`src/rtl/output_shaper.sv`:
```
// output_shaper: rebuilds a glitch-free level from rise/fall request pulses.
//
// Each change of the output level is held for at least HOLDCYCLES clocks.
// While the hold runs, one opposite-level request can be queued. A request
// for the level already being driven cancels that queued request.
//
// Ports:
//   clk           system clock, rising edge
//   rst_n         asynchronous active-low reset
//   positiveedge  one-cycle request to drive the output high
//   negativeedge  one-cycle request to drive the output low
//   driven        shaped level output (registered)
//   busy          high while the dwell window runs
//   pending       high while a queued toggle waits for the dwell to end
//   dropped       one-cycle pulse when both requests arrive together
module output_shaper #(
    parameter int HOLDCYCLES   = 3,
    parameter int COUNTERWIDTH = 3
) (
    input  logic clk,
    input  logic rst_n,
    input  logic positiveedge,
    input  logic negativeedge,
    output logic driven,
    output logic busy,
    output logic pending,
    output logic dropped
);
    typedef enum logic {IDLE, HOLD} state_t;

    localparam logic [COUNTERWIDTH-1:0] LAST = COUNTERWIDTH'(HOLDCYCLES - 1);

    state_t                  state_q, state_d;
    logic [COUNTERWIDTH-1:0] count_q, count_d;
    logic                    driven_q, driven_d;
    logic                    pending_q, pending_d;
    logic                    dropped_q, dropped_d;
    logic                    req_hi, req_lo, eff, same, pend;

    // Simultaneous requests are ambiguous, so they count as no request at all.
    assign req_hi = positiveedge & ~negativeedge;
    assign req_lo = negativeedge & ~positiveedge;
    assign eff    = driven_q ? req_lo : req_hi;
    assign same   = driven_q ? req_hi : req_lo;
    // This is the queued state once the request on this edge has been applied.
    assign pend   = eff | (pending_q & ~same);

    always_comb begin
        state_d   = state_q;
        count_d   = count_q;
        driven_d  = driven_q;
        pending_d = pending_q;
        dropped_d = positiveedge & negativeedge;
        if (state_q == IDLE) begin
            driven_d = eff ? ~driven_q : driven_q;
            state_d  = eff ? HOLD : IDLE;
            count_d  = '0;
        end else if (count_q == LAST) begin
            driven_d  = pend ? ~driven_q : driven_q;
            state_d   = pend ? HOLD : IDLE;
            count_d   = '0;
            pending_d = 1'b0;
        end else begin
            count_d   = count_q + 1'b1;
            pending_d = pend;
        end
    end

    always_ff @(posedge clk or negedge rst_n) begin
        if (!rst_n) begin
            state_q   <= IDLE;
            count_q   <= '0;
            driven_q  <= 1'b0;
            pending_q <= 1'b0;
            dropped_q <= 1'b0;
        end else begin
            state_q   <= state_d;
            count_q   <= count_d;
            driven_q  <= driven_d;
            pending_q <= pending_d;
            dropped_q <= dropped_d;
        end
    end

    assign driven  = driven_q;
    assign busy    = (state_q == HOLD);
    assign pending = pending_q;
    assign dropped = dropped_q;
endmodule

```
`config.mk`:
```
export PLATFORM = sky130hd
export DESIGN_NAME = output_shaper
export DESIGN_NICKNAME = d
export VERILOG_FILES = /design/src/rtl/output_shaper.sv
export SDC_FILE = /design/constraint.sdc
export NUM_CORES = 1
export LEC_CHECK = 0
export ABC_CLOCK_PERIOD_IN_PS = 1360
export BUFFER_PORTS_ARGS = -buffer_cell sky130_fd_sc_hd__buf_2
export CAP_MARGIN = 20
export CORE_AREA = 2 2 39 41
export CTS_CLUSTER_SIZE = 40
export DETAILED_ROUTE_END_ITERATION = 6
export DIE_AREA = 0 0 41 43
export GPL_TIMING_DRIVEN = 0
export SYNTH_ARGS = -nofsm -noshare
export SYNTH_HDL_FRONTEND = slang
export SYNTH_SLANG_ARGS = --single-unit
export TNS_END_PERCENT = 100
```
`constraint.sdc`:
```
create_clock -name clk -period 1.36 [get_ports clk]
set_input_delay 0.272 -clock clk [delete_from_list [all_inputs] [get_ports clk]]
set_output_delay 0.272 -clock clk [all_outputs]
set_load 0.05 [all_outputs]
```
[Word-level counts from Yosys, hierarchy flattened]
Cells that the tools add are included.
Word-level totals
  bits in latches: 0
  output and inout port bits: 4
  input port bits: 4
  RAM bits: 0
  memories: 0
  memory bits (read-only): 0
  register bits: 7
Cells by class
  reductions and logical operators: 2
  div/mod/pow operators: 0
  shift operators: 0
  muxes and demuxes: 13
  $add $sub $neg: 1
  $lt $le $gt $ge: 0
  bitwise logic cells: 9
  equal/unequal tests: 3
  multipliers: 0
Operator list (number)
  $mux 1: 11
  $mux 3: 2
  $and 1x1->1: 4
  $ne 2x1->1 const B: 2
  $not 1->1: 4
  $add 3x1->3 const B: 1
  $eq 3x2->1 const B: 1
  $reduce_and 3->1: 1
  $reduce_bool 2->1: 1
  $or 1x1->1: 1

[Depth between registers and ports, before layout]
  depth after elaboration: 9
  depth in mapped cells: 4

[Least setup slack after synthesis]
No wires, ideal clock.
  kind: register to register
  start point: register driven_q, in the netlist driven
  end point: register driven_q, in the netlist driven
  cell stages (with the launch flop): 5
  data arrival time: 1.344 ns
  path buffers: 1
  setup slack: -0.105 ns
  required time: 1.239 ns
  setup time: 0.121 ns
  cells stage by stage: dfrtp_1 -> clkbuf_1 -> nand3_1 -> o21ba_1 -> o22a_1
Between the ends
  cells in the longest elaborated chain, start to end: 6
  elaborated cells between the ends (all ways): 13
  classes of those cells: 1 x eq/ne; 6 x mux; 4 x bitwise; 2 x reduce/logical
Ends and longest elaborated chain
  start: declaration: RTL line 35  | logic driven_q, driven_d;
  start signal: assignment: RTL line 79  | driven_q <= driven_d;
  $mux 1: RTL line 44  | assign same = driven_q ? req_hi : req_lo;
  $not 1->1: RTL line 46  | assign pend = eff | (pending_q & ~same);
  $and 1x1->1: RTL line 46
  $or 1x1->1: RTL line 46
  $ne 2x1->1 (no line)
  $reduce_and 3->1 (no line)
Several ways; a longest one is shown, not always the timed one. The select of a mux whose other input is x is not followed.
A chain may end at the register's enable or synchronous reset.

[Worst setup path in the final report]
  start point: register count_q[0]
  end point: register driven_q, in the netlist driven
Between the ends
  cells in the longest elaborated chain, start to end: 3
Ends and longest elaborated chain
  start: declaration: RTL line 34  | logic [COUNTERWIDTH-1:0] count_q, count_d;
  start signal: assignment: RTL line 78  | count_q <= count_d;
  $eq 3x2->1: RTL line 58  | end else if (count_q == LAST) begin
  $ne 2x1->1 (no line)
  $reduce_and 3->1 (no line)
Every way passes these cells.

==> summary.txt <==
Clock network
  • CTS H-tree lvls: 1
  • CTS tree: yes
  • Sink Count: 7
  • Later-pin clock latency in the skew report: approximately 0.26 ns
  • Clock buffer depth: 2
  • Clock-pin slew on the worst setup and hold paths: 0.05 ns
  • CTS root buffer: clkbuf_4
  • CTS Buf Count: 3

Die
  • Die width: approximately 41 um
  • Die area: around 1800 um2
  • Initial Utilization: 0.269
  • Die Y: ~43 um
  • FP Rows: 14
  • CORE AREA: 1380 um2
  • Ports: 8

Drt
  • Drt wl/cell: 11.9 um
  • Remaining DRCs: 0
  • Routed vias: approximately 320
  • Drt pass-1 iters: 2
  • Routed Wire Length: roughly 760 um
  • Vias per cell: 4.92
  • Initial DRC Count: 2
  • DRT antenna net count: 0

Timing
  • Worst rel slew slack: 0.794
  • Final setup violating endpoints: 0
  • Final Skew: around 0.0015 ns
  • Worst setup slack after layout: 0.0460 ns
  • Setup tns final: 0 ns
  • Fin. max-slew vios: 0
  • Worst hold margin: 0.269 ns
  • Actual slew at the worst max-slew pin: 0.308 ns
  • Final hold vios: 0
  • Tmin final: around 1.3 ns
  • FMAX: approximately 0.76 GHz
  • RSZ-0062 raised after global routing: true
  • Fin crit share: 0.966

Place
  • Instance area at placement: between 400 and 500 um2
  • Hpwl dp: 490 um
  • Routability cong.: a little over 0.7
  • IO buf count: 7
  • Placed cells: 60
  • Dpl ws: 0.0104 ns

Pwr
  • Power density over the cells: 2440 nW/um2
  • Worst VDD drop: around 550 uV
  • Total Power: 1.15 mW
  • Leakage power: between 0.2 and 0.25 nW

Yosys
  • Sequential area share after synthesis: 0.470
  • Seq cells post-synth: 7
  • Mapped Area: 373 um2
  • Area contributors post-synth: dfrtp_1, nand3b_1, and2_1
  • Synth top area share: 0.470
  • Yosys warns: 0
  • Synth Instances: 37
  • Mean Syn Cell Area: between 10 and 15 um2
  • Distinct cells, synth: 23
  • Post-synth top area cell: dfrtp_1
  • Net Count, Synth: just over 40

Global route
  • Largest net degree at the start of global routing: 11
  • Gr ovfl total: 0
  • First-pass GRT wire length: 1.19 mm
  • Initial antenna violation count: 0
  • Tot GR Track Use: 0.106
  • Vias in the first global route: ~290

Setup path
  • CP arrival: 1.46 ns
  • CP endpoint kind: flop
  • Worst endpoint required time: about 1.5 ns
  • CP Launch Type: flop
  • R2R setup slack: ~0.046 ns
  • Critical setup path kind: reg -> reg
  • Max FO, Critical Path: 5

Flow run
  • Max cap viols: 0

Final layout
  • Commonest non-fill, non-tap cells in the layout: buf_2, dfrtp_1, nand2_1, clkbuf_4
  • Final Core Density: 0.341
  • Share of cells above drive strength 1: 0.313
  • Fill count: approximately 150
  • Final #Nets: 53
  • Antenna Cells: 0
  • Area Growth Syn to Fin: 26.5%
  • Post-Layout Cell Count: 64
  • Post-route cell area: roughly 470 um2
  • Most common cell after layout, fill and taps aside: buf_2

Status
  • Outcome: finished clean

Worst hold path
  • Hold Path Class: in -> reg
[power by group]
group / internal [mW] / switching [mW]
Combinational: 0.235 / 0.288
Sequential: 0.300 / 0.133
Clock: 0.112 / 0.0838
Total: 0.648 / 0.505
[critical path, cell delays in order (launching register included)]
cell and delay, ns:
dfrtp_1 0.41, or3b_4 0.42, o21ba_1 0.18, o22a_1 0.19
[registers in the layout, summed over array words and instances, names as in the netlist]
register / count
pending: 1
driven: 1
busy: 1
count_q: 3
dropped: 1
[path summary, 6_finish.rpt]
kind	start	endpoint	depth (start not counted)
max	count_q[0]$_DFF_PN0_	driven$_DFFE_PN0P_	3
min in group asynchronous	rst_n	count_q[0]$_DFF_PN0_	2
max in group asynchronous	rst_n	busy$_DFF_PN0_	2
min	negativeedge	dropped$_DFF_PN0_	2
min reg2reg	count_q[0]$_DFF_PN0_	count_q[0]$_DFF_PN0_	1
max reg2reg	count_q[0]$_DFF_PN0_	driven$_DFFE_PN0P_	3
[cells in the mapped netlist]
cell and instances:
xnor2_1 1, nor2_1 1, o2111ai_1 1, dfrtp_1 7, o21ai_1 1, o21ba_1 1, o211a_1 1, or3b_4 1
nand2_1 3, o221ai_1 1, and3_1 1, nand3_1 1, nand3b_1 2, o22a_1 1, and2_1 2, a21oi_1 2
a311oi_1 1, a21boi_0 1, mux2i_1 1, inv_1 1, nand2b_1 2, nor2b_1 2, clkbuf_1 2
[metal layers]
metal / wire length, um / track usage / vias up / share of wire
met3: 24 / 0.0314 / 3 / 0.031
met5: 0 / 0 / - / 0
met1: 376 / 0.130 / 149 / 0.49
li1: - / - / 155 / -
met4: 23 / 0.100 / 0 / 0.030
met2: 339 / 0.138 / 8 / 0.44
[what timing repair did]
item / CTS / global route
setup buffers: 0 / 1
hold endpoints to repair: 7 / 0
setup endpoints to repair: 0 / 1
resized for setup: 0 / 1
hold buffers: 1 / 0
[area by class of cell]
| cell class | instances | area [um2] | area share |
|---|---|---|---|
| multi-input cells | 27 | 191 | 0.406 |
| flip-flops and latches | 7 | 178 | 0.377 |
| repair buffers | 9 | 52.6 | 0.111 |
| clock buffers | 4 | 26.3 | 0.0557 |
| well taps | 16 | 20.0 | 0.0424 |
| inverters | 1 | 3.75 | 0.00796 |
[cells by family (layout without fill, tap and decap cells)]
logic type / count (synthesis) / count (layout) / share of synthesized area
simple gates: 15 / 15 / 0.242
buf+inv: 3 / 14 / 0.0302
compound gates: 10 / 10 / 0.208
mux: 1 / 1 / 0.0268
xor+xnor: 1 / 1 / 0.0235
flops: 7 / 7 / 0.470
Note: power is estimated with default switching activity, not from simulation.
